**config.mk**
```make
export PLATFORM = sky130hd
export DESIGN_NAME = pipe_stage_reg
export DESIGN_NICKNAME = d
export VERILOG_FILES = /design/src/rtl/pipe_stage_reg.sv
export SDC_FILE = /design/constraint.sdc
export NUM_CORES = 1
export LEC_CHECK = 0
export BUFFER_PORTS_ARGS = -buffer_cell sky130_fd_sc_hd__buf_2
export CORE_AREA = 2 2 132 134
export DETAILED_ROUTE_END_ITERATION = 10
export DIE_AREA = 0 0 134 136
export PLACE_DENSITY = 0.73
export RECOVER_POWER = 100
export REMOVE_ABC_BUFFERS = 1
export SLEW_MARGIN = 20
export SYNTH_ARGS = -nofsm -noshare
export SYNTH_HDL_FRONTEND = slang
export SYNTH_SLANG_ARGS = --single-unit
```
**constraint.sdc**
```tcl
create_clock -name Clk -period 7 [get_ports Clk]
set_clock_uncertainty 0.2 [all_clocks]
set_input_delay 0.35 -clock Clk [delete_from_list [all_inputs] [get_ports Clk]]
set_output_delay 0.35 -clock Clk [all_outputs]
set_load 0.005 [all_outputs]
```
**src/rtl/pipe_stage_reg.sv**
```systemverilog
// Pipeline stage register: carries one instruction slot (instruction, PC,
// operand lanes, control bundle) from one pipeline stage to the next.
// Supports flush-to-bubble, hold with Tnew aging, and counts bubble cycles.
module pipe_stage_reg #(
  parameter int          NUM_LANES = 2,
  parameter int          CTRL_LEN  = 31,
  parameter int          TNEW_LSB  = 8,
  parameter int          TNEW_W    = 3,
  parameter bit          OUT_DEC   = 1'b1,
  parameter logic [31:0] RESET_PC  = 32'h0000_3000,
  parameter int          CNT_W     = 16
) (
  input  logic                      Clk,
  input  logic                      Reset,
  input  logic                      Flush,
  input  logic                      Hold,
  input  logic                      ValidIn,
  input  logic [31:0]               InsIn,
  input  logic [31:0]               PCIn,
  input  logic [32*NUM_LANES-1:0]   DataIn,
  input  logic [CTRL_LEN-1:0]       CtrlIn,
  output logic                      ValidOut,
  output logic [31:0]               InsOut,
  output logic [31:0]               PCOut,
  output logic [32*NUM_LANES-1:0]   DataOut,
  output logic [CTRL_LEN-1:0]       CtrlOut,
  output logic [CNT_W-1:0]          BubbleCnt
);

  localparam int DATA_W = 32 * NUM_LANES;

  // Reject parameter sets where the Tnew field does not fit or there are no lanes.
  if ((TNEW_LSB + TNEW_W > CTRL_LEN) || (NUM_LANES < 1)) begin : g_param_err
    $error("pipe_stage_reg: illegal parameters (Tnew field outside control bundle or NUM_LANES < 1)");
  end

  // One action per edge, resolved from Flush > Hold > Load.
  typedef enum logic [1:0] {
    ACT_LOAD   = 2'd0,
    ACT_HOLD   = 2'd1,
    ACT_FLUSH  = 2'd2,
    ACT_BUBBLE = 2'd3
  } action_e;

  // Unsigned Tnew decrement that stops at zero instead of wrapping.
  function automatic logic [TNEW_W-1:0] tnew_dec(input logic [TNEW_W-1:0] t);
    logic [TNEW_W-1:0] r;
    if (t == {TNEW_W{1'b0}}) begin
      r = {TNEW_W{1'b0}};
    end else begin
      r = t - TNEW_W'(1);
    end
    return r;
  endfunction

  // Extract the Tnew field from a control bundle.
  function automatic logic [TNEW_W-1:0] get_tnew(input logic [CTRL_LEN-1:0] c);
    return c[TNEW_LSB +: TNEW_W];
  endfunction

  // Replace the Tnew field of a control bundle, leaving all other bits alone.
  function automatic logic [CTRL_LEN-1:0] set_tnew(input logic [CTRL_LEN-1:0] c,
                                                   input logic [TNEW_W-1:0]   t);
    logic [CTRL_LEN-1:0] r;
    r = c;
    r[TNEW_LSB +: TNEW_W] = t;
    return r;
  endfunction

  logic                valid_q, valid_d;
  logic [31:0]         ins_q,   ins_d;
  logic [31:0]         pc_q,    pc_d;
  logic [DATA_W-1:0]   data_q,  data_d;
  logic [CTRL_LEN-1:0] ctrl_q,  ctrl_d;
  logic [CNT_W-1:0]    bcnt_q,  bcnt_d;
  action_e             act_s;
  logic                bubble_s;

  // Resolve the action for this edge; an invalid upstream slot loads a bubble.
  always_comb begin
    act_s = ACT_LOAD;
    if (Flush) begin
      act_s = ACT_FLUSH;
    end else if (Hold) begin
      act_s = ACT_HOLD;
    end else if (!ValidIn) begin
      act_s = ACT_BUBBLE;
    end else begin
      act_s = ACT_LOAD;
    end
  end

  // Compute next slot contents for the selected action.
  always_comb begin
    valid_d = valid_q;
    ins_d   = ins_q;
    pc_d    = pc_q;
    data_d  = data_q;
    ctrl_d  = ctrl_q;
    case (act_s)
      ACT_FLUSH, ACT_BUBBLE: begin
        valid_d = 1'b0;
        ins_d   = 32'h0000_0000;
        pc_d    = RESET_PC;
        data_d  = {DATA_W{1'b0}};
        ctrl_d  = {CTRL_LEN{1'b0}};
      end
      ACT_HOLD: begin
        // Holding ages the stored result-ready distance by one cycle.
        ctrl_d = set_tnew(ctrl_q, tnew_dec(get_tnew(ctrl_q)));
      end
      ACT_LOAD: begin
        valid_d = 1'b1;
        ins_d   = InsIn;
        pc_d    = PCIn;
        data_d  = DataIn;
        ctrl_d  = CtrlIn;
      end
      default: begin
        valid_d = 1'b0;
        ins_d   = 32'h0000_0000;
        pc_d    = RESET_PC;
        data_d  = {DATA_W{1'b0}};
        ctrl_d  = {CTRL_LEN{1'b0}};
      end
    endcase
  end

  // Count edges that leave the stage empty, including holding an empty stage.
  always_comb begin
    bubble_s = 1'b0;
    case (act_s)
      ACT_FLUSH, ACT_BUBBLE: bubble_s = 1'b1;
      ACT_HOLD:              bubble_s = ~valid_q;
      ACT_LOAD:              bubble_s = 1'b0;
      default:               bubble_s = 1'b0;
    endcase
    if (bubble_s && (bcnt_q != {CNT_W{1'b1}})) begin
      bcnt_d = bcnt_q + CNT_W'(1);
    end else begin
      bcnt_d = bcnt_q;
    end
  end

  // Slot and counter state; reset forces an empty slot at once and clears the count.
  always_ff @(posedge Clk or posedge Reset) begin
    if (Reset) begin
      valid_q <= 1'b0;
      ins_q   <= 32'h0000_0000;
      pc_q    <= RESET_PC;
      data_q  <= {DATA_W{1'b0}};
      ctrl_q  <= {CTRL_LEN{1'b0}};
      bcnt_q  <= {CNT_W{1'b0}};
    end else begin
      valid_q <= valid_d;
      ins_q   <= ins_d;
      pc_q    <= pc_d;
      data_q  <= data_d;
      ctrl_q  <= ctrl_d;
      bcnt_q  <= bcnt_d;
    end
  end

  // Outputs come straight from stored state; only the Tnew view may be aged.
  always_comb begin
    ValidOut  = valid_q;
    InsOut    = ins_q;
    PCOut     = pc_q;
    DataOut   = data_q;
    BubbleCnt = bcnt_q;
    if (OUT_DEC) begin
      CtrlOut = set_tnew(ctrl_q, tnew_dec(get_tnew(ctrl_q)));
    end else begin
      CtrlOut = ctrl_q;
    end
  end

endmodule

```
==> out/metrics.csv, run 1 <==
stage,metric,value,unit
finish,final_design_area_no_fill,0.01037,mm^2
routing,first_iter_violations,296,
outcome,run_status,"finished, violations left",
yosys,cell_type_contributing_the_most_total_cell_area_after_synthesis,dfrtp_1,
critical_path,critical-path-top-cell-by-count,buf_4,
finish,nNetsFinal,1091,
sta,max-slew-margin-rel,-0.6319,
yosys,synth.yosys.seq_area_share,0.6628,
yosys,synth.avg_cell_area,14.27,um^2
sta,period_needed,3.996,ns
sta,timing_worst_slew_pin_value,2.443,ns
routing,wl_per_cell,17.65,um
global_routing,first_global_vias,5892,
critical_path,critical_path.max_fanout,69,
yosys,synth_most_common_cell,dfrtp_1,
floorplanning,die_height,136,um
routing,routed_wl,20530,um
global_routing,first_pass_grt_wire_length,31640,um
sta,grt_setup_unrepaired,no,
sta,finalHoldViolCount,0,
clocking,cts.htree.levels,4,
routing,detail_route.drc_violations,0,
sta,slew_violations,49,
power,seqPwrFrac,0.457,
finish,insertedDiodeCount,0,
global_routing,globalRoute.totalOverflow,0,
power,pwr_dens,241.3,mW/mm^2
sta,finalSetupViolations,0,
routing,drt-vias-per-instance,5.026,
power,internal_power,0.001891,W
sta,max_clock_freq,250.2,MHz
floorplanning,die-area,0.01822,mm^2
hold_path,min_delay_path_depth,2,
job,cap_violations,2,
global_routing,grt_max_degree,98,
yosys,yosysWarningCount,0,
critical_path,cp_cell_sequence,clkbuf_1 > nor2b_1 > buf_4 > buf_4 > a22o_1,
critical_path,cp_buf_inv_count,3,
routing,route.antenna.remaining_nets,0,
critical_path,worst-r2r-cell-count,5,
clocking,postCtsSetupRepairBufs,0,
critical_path,cp-start-kind,primary input,
finish,fillers,1310,
routing,vias,5845,
yosys,synthTopCellsByCount,"dfrtp_1 (174), a22o_1 (157), buf_2 (30)",
critical_path,cp_data_arrival_time,4.14,ns
yosys,synth_seq_cells,176,
critical_path,cp_slowest_stage_delay,1.84,ns
floorplanning,floorplan.rows,48,
yosys,post-synth-top-area-fraction,0.6549,
finish,fin_cells,1163,
yosys,synthArstFlopShare,1.000,
finish,layout-drive-gt1-share,0.2697,
outcome,failed_checks,"max-capacitance violations, max-slew violations",
yosys,synth_area,0.006649,mm^2
place,dp_hpwl,11530,um
yosys,synth_enable_flop_cells,0,
power,post-layout-total-power,0.002501,W
routing,detailedRoute.firstPassIterationCount,4,
critical_path,critical_path.top_delay_family,simple AND/OR/NAND/NOR gates,
critical_path,critical_path_class,in2reg,
critical_path,critical_path_required,7.15,ns
power,irDropWorstVdd,0.0001672,V
finish,area_growth,55.93,%
place,port_buffers,339,
clocking,tritoncts,built,
clocking,numCtsBuffers,17,
clocking,number_of_clock_sinks,176,
power,power.static_leakage,5.159,nW
global_routing,grt_use_total,0.2230,
floorplanning,core_area,0.01688,mm^2
yosys,ys_top_cells_by_area,"dfrtp_1 (65%), a22o_1 (21%), buf_4 (3.2%)",
floorplanning,floorplan.initialDensity,0.3940,
power,power.share.switching,0.2441,
clocking,cts.clk_slew.worst_paths,0.07,ns
power,share_clk_of_total_power,0.414,
finish,utilization,0.6143,
yosys,ys_dominant_reg_cell,dfrtp_1,
critical_path,worstSetupEndpointType,flip-flop,
floorplanning,die_w,134,um
critical_path,wp_depth,5,
clocking,ctsRootBufferMaster,clkbuf_16,
yosys,synth_cells,466,
place,gp_congestion,0.7651,
sta,hold_ws,0.1698,ns
clocking,worst_skew_pair.late_latency,0.41,ns
hold_path,holdCritPathClass,in2reg,
yosys,yosys.cell_types.count,32,
sta,period_share,0.5709,
place,placedCellCount,972,
global_routing,grt_antenna_before_repair,0,
clocking,clockBufferDepth,2,
power,p_comb_frac,0.129,
floorplanning,num_io_pins,340,
critical_path,slowest_stage_cell_crit_path,nor2b_1,
power,total_switching_power,0.0006106,W
place,placedInstanceArea,0.008307,mm^2
==> power groups by stage <==
stage | clock (W) | combinational, W | sequential [W]
after global routing | 0.00111 | 0.000354 | 0.00115
after detailed placement | 0 | 0.000261 | 0.00116
after CTS | 0.00105 | 0.000334 | 0.00114
after floorplan | 0 | 0.000121 | 0.00116
after global placement | 0 | 0.000257 | 0.00116
final | 0.00103 | 0.000324 | 0.00114
==> final timing paths <==
| check | start | endpoint | slack, ns |
|---|---|---|---|
| worst min-delay path | Flush | ValidOut | 0.17 |
| max in group asynchronous | Reset | DataOut[16] | 4.52 |
| worst max-delay path | Hold | InsOut[2] | 3.00 |
| worst max register to register | BubbleCnt[0] | BubbleCnt[1] | 3.66 |
| min in group asynchronous | Reset | PCOut[10] | 0.47 |
| worst min register to register | ctrl_q[1] | ctrl_q[1] | 0.30 |
==> sequential cells by signal, indices dropped and copies added, names as in the netlist <==
register,cells
BubbleCnt,16
DataOut,64
InsOut,32
PCOut,32
ValidOut,1
ctrl_q,31
==> routing by layer <==
metal	track usage	routed length (um)
met4	0.06856	399
met5	0	0
met2	0.3786	10370
met3	0.06227	1685
met1	0.2781	8068
==> logic make-up (layout without fill, tap and decap cells) <==
logic type               Yosys count  in the layout  share of synthesized area
multiplexers                       2              2                   0.003199
adder cells (fa/ha/maj)            1              1                   0.001882
AO/OA/AOI/OAI                    162            162                     0.2121
AND/OR/NAND/NOR                   46             46                    0.04347
flip-flops                       176            176                     0.6628
buffers and inverters             65            537                    0.05815
XOR/XNOR                          14             14                    0.01844
==> placed cells by master, fill, tap and decap left out, types with 2 or more instances in the layout <==
cell type | synthesis | final
buf_2 | 30 | 213
dfrtp_1 | 174 | 174
dlygate4sd3_1 | 0 | 160
a22o_1 | 157 | 157
clkbuf_1 | 6 | 128
clkbuf_16 | 0 | 17
xor2_1 | 14 | 14
nand2_1 | 8 | 8
nor2_1 | 6 | 6
nor3_1 | 6 | 6
buf_4 | 28 | 6
bufinv_16 | 0 | 5
nand3_1 | 4 | 4
nand4_1 | 3 | 4
nor4_1 | 2 | 3
and3_1 | 3 | 3
nor3b_1 | 3 | 3
clkinv_4 | 0 | 3
nor2b_1 | 2 | 2
o22a_1 | 2 | 2
inv_6 | 0 | 2
o21ai_0 | 2 | 2
==> final cells by class <==
type | count | area (um^2) | share of cell area
Sequential cell | 176 | 4407 | 0.4251
Clock buffer | 19 | 432.9 | 0.04176
Tap cell | 225 | 281.5 | 0.02715
Inverter | 1 | 8.758 | 0.0008448
Multi-Input combinational cell | 225 | 1843 | 0.1778
Clock inverter | 12 | 209.0 | 0.02015
Timing Repair Buffer | 505 | 3186 | 0.3073
==> repair_timing <==
item                      CTS  global route
resized for setup           0             0
hold endpoints to repair  253             0
hold buffers              160             0
==> worst register-to-register path, delay by kind of cell (launching register included) <==
family	cells	cell delay, ns
flops	1	0.43
mux	1	0.41
fa+ha+maj	1	0.21
simple gates	3	1.98
==> stage by stage <==
stage / TNS (ns) / setup slack, ns
5_1_grt: 0 / 2.636
3_3_place_gp: 0 / 3.929
4_1_cts: 0 / 4.342
3_5_place_dp: 0 / 3.929
6_report: 0 / 3.004
2_1_floorplan: -431.12 / -2.899
Note: power is estimated with default switching activity, not from simulation.
==> run 2, diff against run 1 <==
--- a/config.mk
+++ b/config.mk
@@ -5,11 +5,12 @@
 export SDC_FILE = /design/constraint.sdc
 export NUM_CORES = 1
 export LEC_CHECK = 0
+export ABC_AREA = 1
 export BUFFER_PORTS_ARGS = -buffer_cell sky130_fd_sc_hd__buf_2
-export CORE_AREA = 2 2 132 134
+export CORE_AREA = 2 2 133 135
 export DETAILED_ROUTE_END_ITERATION = 10
-export DIE_AREA = 0 0 134 136
-export PLACE_DENSITY = 0.73
+export DIE_AREA = 0 0 135 137
+export PLACE_DENSITY = 0.78
 export RECOVER_POWER = 100
 export REMOVE_ABC_BUFFERS = 1
 export SLEW_MARGIN = 20
==> constraint.sdc (replaced) <==
create_clock -name Clk -period 4.06 [get_ports Clk]
set_clock_uncertainty 0.2 [all_clocks]
set_input_delay 0.203 -clock Clk [delete_from_list [all_inputs] [get_ports Clk]]
set_output_delay 0.203 -clock Clk [all_outputs]
set_load 0.005 [all_outputs]
==> run 2 against run 1 <==
Net effect:
- the flow finishes with violations (design-rule violations, max-capacitance violations, max-slew violations)
- clock power is 67% higher
- core utilization up 4.4 points
- critical path depth decreased by 1
- first-iteration DRC count rose by 27%
- hold slack improved by 0.053 ns
- synthesized cell count is 85% higher
- via count up 26%
- power increased by 68%
- highest routed layer unchanged
- cell area grew 8.3%
- die area rose by 1.5%
- setup slack got worse by 1.7 ns
- flip-flop and latch count unchanged
==> out/metrics.csv, run 2 <==
stage,metric,value,unit,change
outcome,run_status,"finished, violations left",,
outcome,failed_checks,"design-rule violations, max-capacitance violations, max-slew violations",,
finish,number_of_flip_flops_under_the_largest_register_name,64,,unchanged
place,dp_hpwl,13450,um,+17%
finish,insertedDiodeCount,0,,unchanged
global_routing,grt_max_degree,99,,+1.0%
yosys,synth_cells,863,,+85%
place,placedCellCount,1369,,+41%
power,irDropWorstVdd,0.0002865,V,+71%
sta,period_needed,2.733,ns,
power,power.static_leakage,5.973,nW,+16%
critical_path,cp-endpoint,PCOut[2],,
critical_path,crit-reg2reg-capture,BubbleCnt[4],,
clocking,ctsRootBufferMaster,clkbuf_16,,
power,internal_power,0.003119,W,+65%
yosys,synth_seq_cells,176,,unchanged
yosys,synth_area,0.007468,mm^2,+12%
finish,area_growth,50.34,%,
yosys,ys_top_cells_by_area,"dfrtp_1 (58%), nand2_1 (11%), o21ai_0 (11%)",,
sta,finalHoldViolCount,0,,unchanged
critical_path,cp_data_arrival_time,2.92,ns,-1.22 ns
routing,wl_per_cell,15.03,um,-15%
critical_path,critical_path_required,4.25,ns,-2.90 ns
floorplanning,die-area,0.01850,mm^2,+1.5%
place,placedInstanceArea,0.009154,mm^2,+10%
power,p_comb_frac,0.133,,+0.004
place,port_buffers,339,,unchanged
global_routing,grt_antenna_before_repair,0,,unchanged
power,power.share.switching,0.2577,,+0.01354
job,cap_violations,1,,-1
finish,fillers,1296,,-1.1%
routing,first_iter_violations,377,,+27%
floorplanning,floorplan.rows,48,,unchanged
power,pwr_dens,374.2,mW/mm^2,+55%
sta,max_clock_freq,365.9,MHz,
sta,grt_setup_unrepaired,no,,
routing,uppermost_layer_routed,met4,,
sta,timing_worst_slew_pin_value,1.827,ns,-0.6160 ns
floorplanning,die_w,135,um,+0.75%
global_routing,grt_use_total,0.2534,,+0.03047
yosys,yosys.cell_types.count,25,,-22%
yosys,yosysWarningCount,0,,unchanged
yosys,synth_most_common_cell,nand2_1,,
power,seqPwrFrac,0.458,,about the same
clocking,ctsHoldBuffers,164,,+2.5%
finish,fin_cells,1565,,+35%
yosys,synth_enable_flop_cells,0,,unchanged
yosys,post-synth-top-area-fraction,0.5830,,-0.07186
yosys,synth.yosys.seq_area_share,0.5900,,-0.07273
place,gp_congestion,0.8566,,+12%
finish,layout_commonest_cell,nand2_1,,
global_routing,first_pass_grt_wire_length,36770,um,+16%
clocking,postCtsSetupRepairBufs,0,,unchanged
sta,period_share,0.6732,,
routing,detail_route.drc_violations,1,,+1
clocking,ctsResizeCount,0,,unchanged
critical_path,worstSetupEndpointType,asynchronous set/reset pin,,
yosys,cell_type_contributing_the_most_total_cell_area_after_synthesis,dfrtp_1,,
sta,finalSetupViolations,0,,unchanged
clocking,number_of_clock_sinks,176,,unchanged
power,post-layout-total-power,0.004201,W,+68%
clocking,worst_skew_pair.late_latency,0.42,ns,about the same
clocking,cts.htree.levels,4,,unchanged
power,total_switching_power,0.001083,W,+77%
floorplanning,num_io_pins,340,,unchanged
routing,route.antenna.remaining_nets,0,,unchanged
routing,vias,7378,,+26%
sta,hold_ws,0.2232,ns,+0.05338 ns
routing,routed_wl,23530,um,+15%
floorplanning,floorplan.initialDensity,0.4379,,+0.04389
yosys,synthTopCellsByCount,"nand2_1 (219), inv_1 (185), dfrtp_1 (174)",,
clocking,tritoncts,built,,
critical_path,worstReg2RegStart,ValidOut,,
critical_path,timing.reg2reg.setup_slack,1.78,ns,-1.88 ns
yosys,synthArstFlopShare,1.000,,unchanged
global_routing,first_global_vias,7513,,+28%
routing,route.met3.wl,1906,um,+13%
critical_path,cp-start-kind,primary input,,
floorplanning,core_area,0.01706,mm^2,+1.1%
power,share_clk_of_total_power,0.409,,-0.005
sta,max-slew-margin-rel,-0.2204,,+0.4115
yosys,ys_dominant_reg_cell,dfrtp_1,,
critical_path,critical_path.max_fanout,86,,+25%
yosys,synth.avg_cell_area,8.654,um^2,-39%
critical_path,critical_path_class,in2async,,
critical_path,worst-r2r-cell-count,5,,unchanged
clocking,numCtsBuffers,17,,unchanged
sta,slew_violations,86,,+76%
routing,detailedRoute.firstPassIterationCount,10,,+6
clocking,clockBufferDepth,2,,unchanged
routing,drt-vias-per-instance,4.714,,-6.2%
routing,met2WireLength,12020,um,+16%
routing,metal_1_wl,8511,um,+5.5%
finish,layout-drive-gt1-share,0.1925,,-0.07719
finish,final_design_area_no_fill,0.01123,mm^2,+8.3%
global_routing,globalRoute.totalOverflow,0,,unchanged
finish,layout_common_cells,"nand2_1 (221), buf_2 (211), inv_1 (183), dfrtp_1 (174), dlygate4sd3_1 (164)",,
hold_path,holdCritPathClass,in2reg,,
finish,nNetsFinal,1492,,+37%
clocking,cts.clk_slew.worst_paths,0.07,ns,about the same
floorplanning,die_height,137,um,+0.74%
critical_path,setup.worst_path.start,Reset,,
run 2: worst min-delay path by stage:
stage	start	to	slack, ns	cells after the start
after floorplan	PCIn[12]	PCOut[12]	0.14	1
after global placement	Reset	DataOut[8]	0.20	2
after detailed placement	Reset	PCOut[10]	0.21	2
after CTS	ValidIn	PCOut[4]	0.22	3
after global routing	ValidIn	PCOut[4]	0.27	3
final	ValidIn	DataOut[19]	0.22	3
run 2: layout make-up:
cell class / instances / area [um^2] / area share
multi-input combinational: 438 / 1981 / 0.1764
sequential: 176 / 4407 / 0.3925
timing repair buffer: 508 / 3237 / 0.2883
clock inverter: 13 / 175.2 / 0.01560
inverter: 186 / 704.4 / 0.06274
clock buffer: 19 / 442.9 / 0.03945
tap: 225 / 281.5 / 0.02507
run 2: metrics by stage:
stage	setup TNS (ns)	setup slack [ns]	util
final	0	1.327	0.6583
after floorplan	-193.70	-1.113	-
after detailed placement	0	2.035	0.5367
after global routing	0	0.8781	0.6583
after global placement	0	2.089	0.5367
after CTS	0	1.656	0.6692
run 2: cells by family after synthesis:
logic type,synth area share
simple gates,0.1461
xor+xnor,0.007038
buf+inv,0.1431
fa+ha+maj,0.001675
flops,0.5900
compound gates,0.1121
run 2: routing by layer:
layer	vias to the layer above	global-route usage
li1	3500	-
met1	3417	0.2781
met2	367	0.4436
met3	94	0.07667
met4	0	0.1331
met5	-	0
run 2: power groups by stage:
stage	logic (W)	clock network, W	registers (W)
after detailed placement	0.000447	0	0.00195
after CTS	0.000571	0.00176	0.00192
final	0.000559	0.00172	0.00192
after floorplan	0.000201	0	0.00195
after global placement	0.000438	0	0.00195
after global routing	0.000622	0.00184	0.00193
run 2: worst max-delay path, cell delays in order:
cell	delay [ns]
dlygate4sd3_1	0.55
clkbuf_1	0.13
clkinvlp_4	1.16
clkbuf_1	0.85
==> run 3, diff against run 2 <==
--- a/config.mk
+++ b/config.mk
@@ -5,11 +5,11 @@
 export SDC_FILE = /design/constraint.sdc
 export NUM_CORES = 1
 export LEC_CHECK = 0
-export ABC_AREA = 1
+export ABC_AREA = 0
 export BUFFER_PORTS_ARGS = -buffer_cell sky130_fd_sc_hd__buf_2
-export CORE_AREA = 2 2 133 135
+export CORE_MARGIN = 2
+export CORE_UTILIZATION = 41
 export DETAILED_ROUTE_END_ITERATION = 10
-export DIE_AREA = 0 0 135 137
 export PLACE_DENSITY = 0.78
 export RECOVER_POWER = 100
 export REMOVE_ABC_BUFFERS = 1
==> constraint.sdc (replaced) <==
create_clock -name Clk -period 2.5 [get_ports Clk]
set_clock_uncertainty 0.2 [all_clocks]
set_input_delay 0.125 -clock Clk [delete_from_list [all_inputs] [get_ports Clk]]
set_output_delay 0.125 -clock Clk [all_outputs]
set_load 0.005 [all_outputs]
==> run 3 against run 2 <==
Net effect:
- the flow now finishes without violations
- setup slack worse by 0.89 ns
- cell area decreased by 7.2%
- sequential share of layout area increased by 3.0 points
- largest cell class unchanged
==> out/metrics.csv, run 3 (synthesized netlist as in run 1, its figures left out) <==
stage,metric,value,unit,change
global_routing,grt_antenna_before_repair,0,,unchanged
clocking,ctsRootBufferMaster,clkbuf_16,,
finish,area_growth,56.77,%,
clocking,worst_skew_pair.late_latency,0.41,ns,about the same
sta,final_layout_setup_total_negative_slack,0,ns,unchanged
finish,layout-drive-gt1-share,0.2857,,+0.09318
floorplanning,die-area,0.01725,mm^2,-6.7%
routing,metal_1_wl,7866,um,-7.6%
clocking,ctsResizeCount,0,,unchanged
clocking,cts.htree.levels,4,,unchanged
sta,timing_worst_slew_pin_value,1.325,ns,-0.5020 ns
clocking,clockBufferDepth,2,,unchanged
place,dp_hpwl,11630,um,-14%
critical_path,cp-start-kind,flip-flop,,
global_routing,globalRoute.totalOverflow,0,,unchanged
clocking,numCtsBuffers,17,,unchanged
place,place_ws,0.5121,ns,-1.523 ns
routing,detail_route.drc_violations,0,,-1
floorplanning,floorplan.rows,46,,-4.2%
critical_path,critical_path.max_fanout,5,,-94%
power,pwr_dens,643.2,mW/mm^2,+72%
place,placedInstanceArea,0.008388,mm^2,-8.4%
sta,grt_setup_unrepaired,no,,
sta,period_needed,2.060,ns,
critical_path,critical_path.top_delay_family,simple AND/OR/NAND/NOR gates,,
routing,drt-vias-per-instance,5.131,,+8.8%
routing,route.met3.wl,1459,um,-23%
critical_path,cp_buf_inv_count,1,,-3
power,irDropWorstVdd,0.0004595,V,+60%
critical_path,slowest_stage_cell_crit_path,dfrtp_1,,
critical_path,cp_cell_sequence,ha_1 > nand4_2 > nor4_1 > buf_4 > nor2_1 > mux2_1,,
finish,nNetsFinal,1098,,-26%
routing,vias,5957,,-19%
finish,layout_commonest_cell,buf_2,,
sta,max-slew-margin-rel,0.1168,,+0.3372
finish,utilization,0.6562,,-0.002113
finish,number_of_flip_flops_under_the_largest_register_name,64,,unchanged
finish,fillers,1193,,-7.9%
sta,max_clock_freq,485.3,MHz,
power,post-layout-total-power,0.006705,W,+60%
clocking,tritoncts,built,,
routing,wl_per_cell,17.80,um,+18%
critical_path,cp_slowest_stage_delay,0.41,ns,-0.75 ns
place,gp_congestion,0.7868,,-8.1%
power,power.static_leakage,5.218,nW,-13%
routing,first_iter_violations,377,,unchanged
sta,slew_violations,0,,-100%
place,port_buffers,339,,unchanged
global_routing,first_global_vias,6379,,-15%
sta,finalSetupViolations,0,,unchanged
floorplanning,core_area,0.01589,mm^2,-6.9%
floorplanning,die_height,131.3,um,-4.1%
sta,finalHoldViolCount,0,,unchanged
global_routing,first_pass_grt_wire_length,33040,um,-10%
routing,uppermost_layer_routed,met4,,
global_routing,grt_max_degree,87,,-12%
finish,layout_common_cells,"buf_2 (224), dfrtp_1 (174), dlygate4sd3_1 (163), a22o_1 (157), clkbuf_1 (116)",,
hold_path,holdCritPathClass,in2reg,,
routing,met2WireLength,10600,um,-12%
finish,insertedDiodeCount,0,,unchanged
routing,route.antenna.remaining_nets,0,,unchanged
routing,detailedRoute.firstPassIterationCount,4,,-6
floorplanning,floorplan.initialDensity,0.4186,,-0.01931
clocking,number_of_clock_sinks,176,,unchanged
floorplanning,num_io_pins,340,,unchanged
critical_path,critical_path_class,reg2reg,,
floorplanning,die_w,131.3,um,-2.7%
critical_path,critical_path_required,2.59,ns,-1.66 ns
critical_path,worstSetupEndpointType,flip-flop,,
clocking,cts.clk_slew.worst_paths,0.06,ns,about the same
sta,post-route-worst-setup-slack,0.4395,ns,-0.8873 ns
outcome,run_status,finished clean,,
job,cap_violations,0,,-1
critical_path,cp_data_arrival_time,2.15,ns,-0.77 ns
sta,period_share,0.8242,,
global_routing,grt_use_total,0.2388,,-0.01462
finish,final_design_area_no_fill,0.01042,mm^2,-7.2%
routing,routed_wl,20660,um,-12%
==> run 3: cell types whose count changed in the layout (fill, tap and decap cells not counted), moves of 6 or more <==
cell and delta:
nand2_1 -213, inv_1 -183, o21ai_0 -158, a22o_1 +157
nor2_1 -14, buf_2 +13, clkbuf_1 -12, xor2_1 +11
nand3_1 -6, nor3_1 +6
==> run 3: area by class of cell <==
type | instances | area (um^2) | share of cell area
inverter | 1 | 7.507 | 0.0007202
tap | 216 | 270.3 | 0.02593
multi-input combinational | 225 | 1852 | 0.1777
sequential | 176 | 4407 | 0.4228
clock inverter | 12 | 125.1 | 0.01200
clock buffer | 19 | 442.9 | 0.04249
timing repair buffer | 512 | 3319 | 0.3185
==> run 3: worst register-to-register path, delay by kind of cell, from the launching register on <==
kind                     cells  cell delay (ns)
AND/OR/NAND/NOR              3             0.56
flip-flops                   1             0.41
multiplexers                 1             0.34
adder cells (fa/ha/maj)      1             0.22
buffers and inverters        1             0.21
==> run 3: routing by layer <==
metal,track usage,vias up
met2,0.4094,316
met5,0,-
met4,0.1178,0
met3,0.06520,65
li1,-,2665
met1,0.2770,2911
==> run 3: where the power goes <==
| group | internal, W | switching [W] | total [W] |
|---|---|---|---|
| registers | 0.00302 | 0.000179 | 0.00320 |
| clock network | 0.00142 | 0.00114 | 0.00256 |
| logic | 0.000502 | 0.000438 | 0.000940 |
==> run 3: through the flow <==
stage                     std cells  hold slack [ns]
after floorplan                 402          0.05273
after global placement          967          0.02993
after detailed placement        967          0.03149
after CTS                      1161           0.1271
after global routing           1161           0.1482
final                          1161           0.1189
==> run 3: path summary, 6_finish.rpt <==
path,from,to,slack [ns],depth (start not counted)
worst max-delay path,BubbleCnt[0],BubbleCnt[1],0.44,6
worst min-delay path,ValidIn,ValidOut,0.12,3
worst max register to register,BubbleCnt[0],BubbleCnt[1],0.44,6
worst min register to register,BubbleCnt[15],BubbleCnt[15],0.29,1
max in group asynchronous,Reset,PCOut[12],0.67,4
min in group asynchronous,Reset,ctrl_q[26],0.41,3
==> run 3: timing repair <==
item / in CTS / in global routing
endpoints found under the hold margin: 216 / 0
buffers inserted: 0 / 0
endpoints found under the setup margin: 0 / 0
hold buffers: 163 / 0
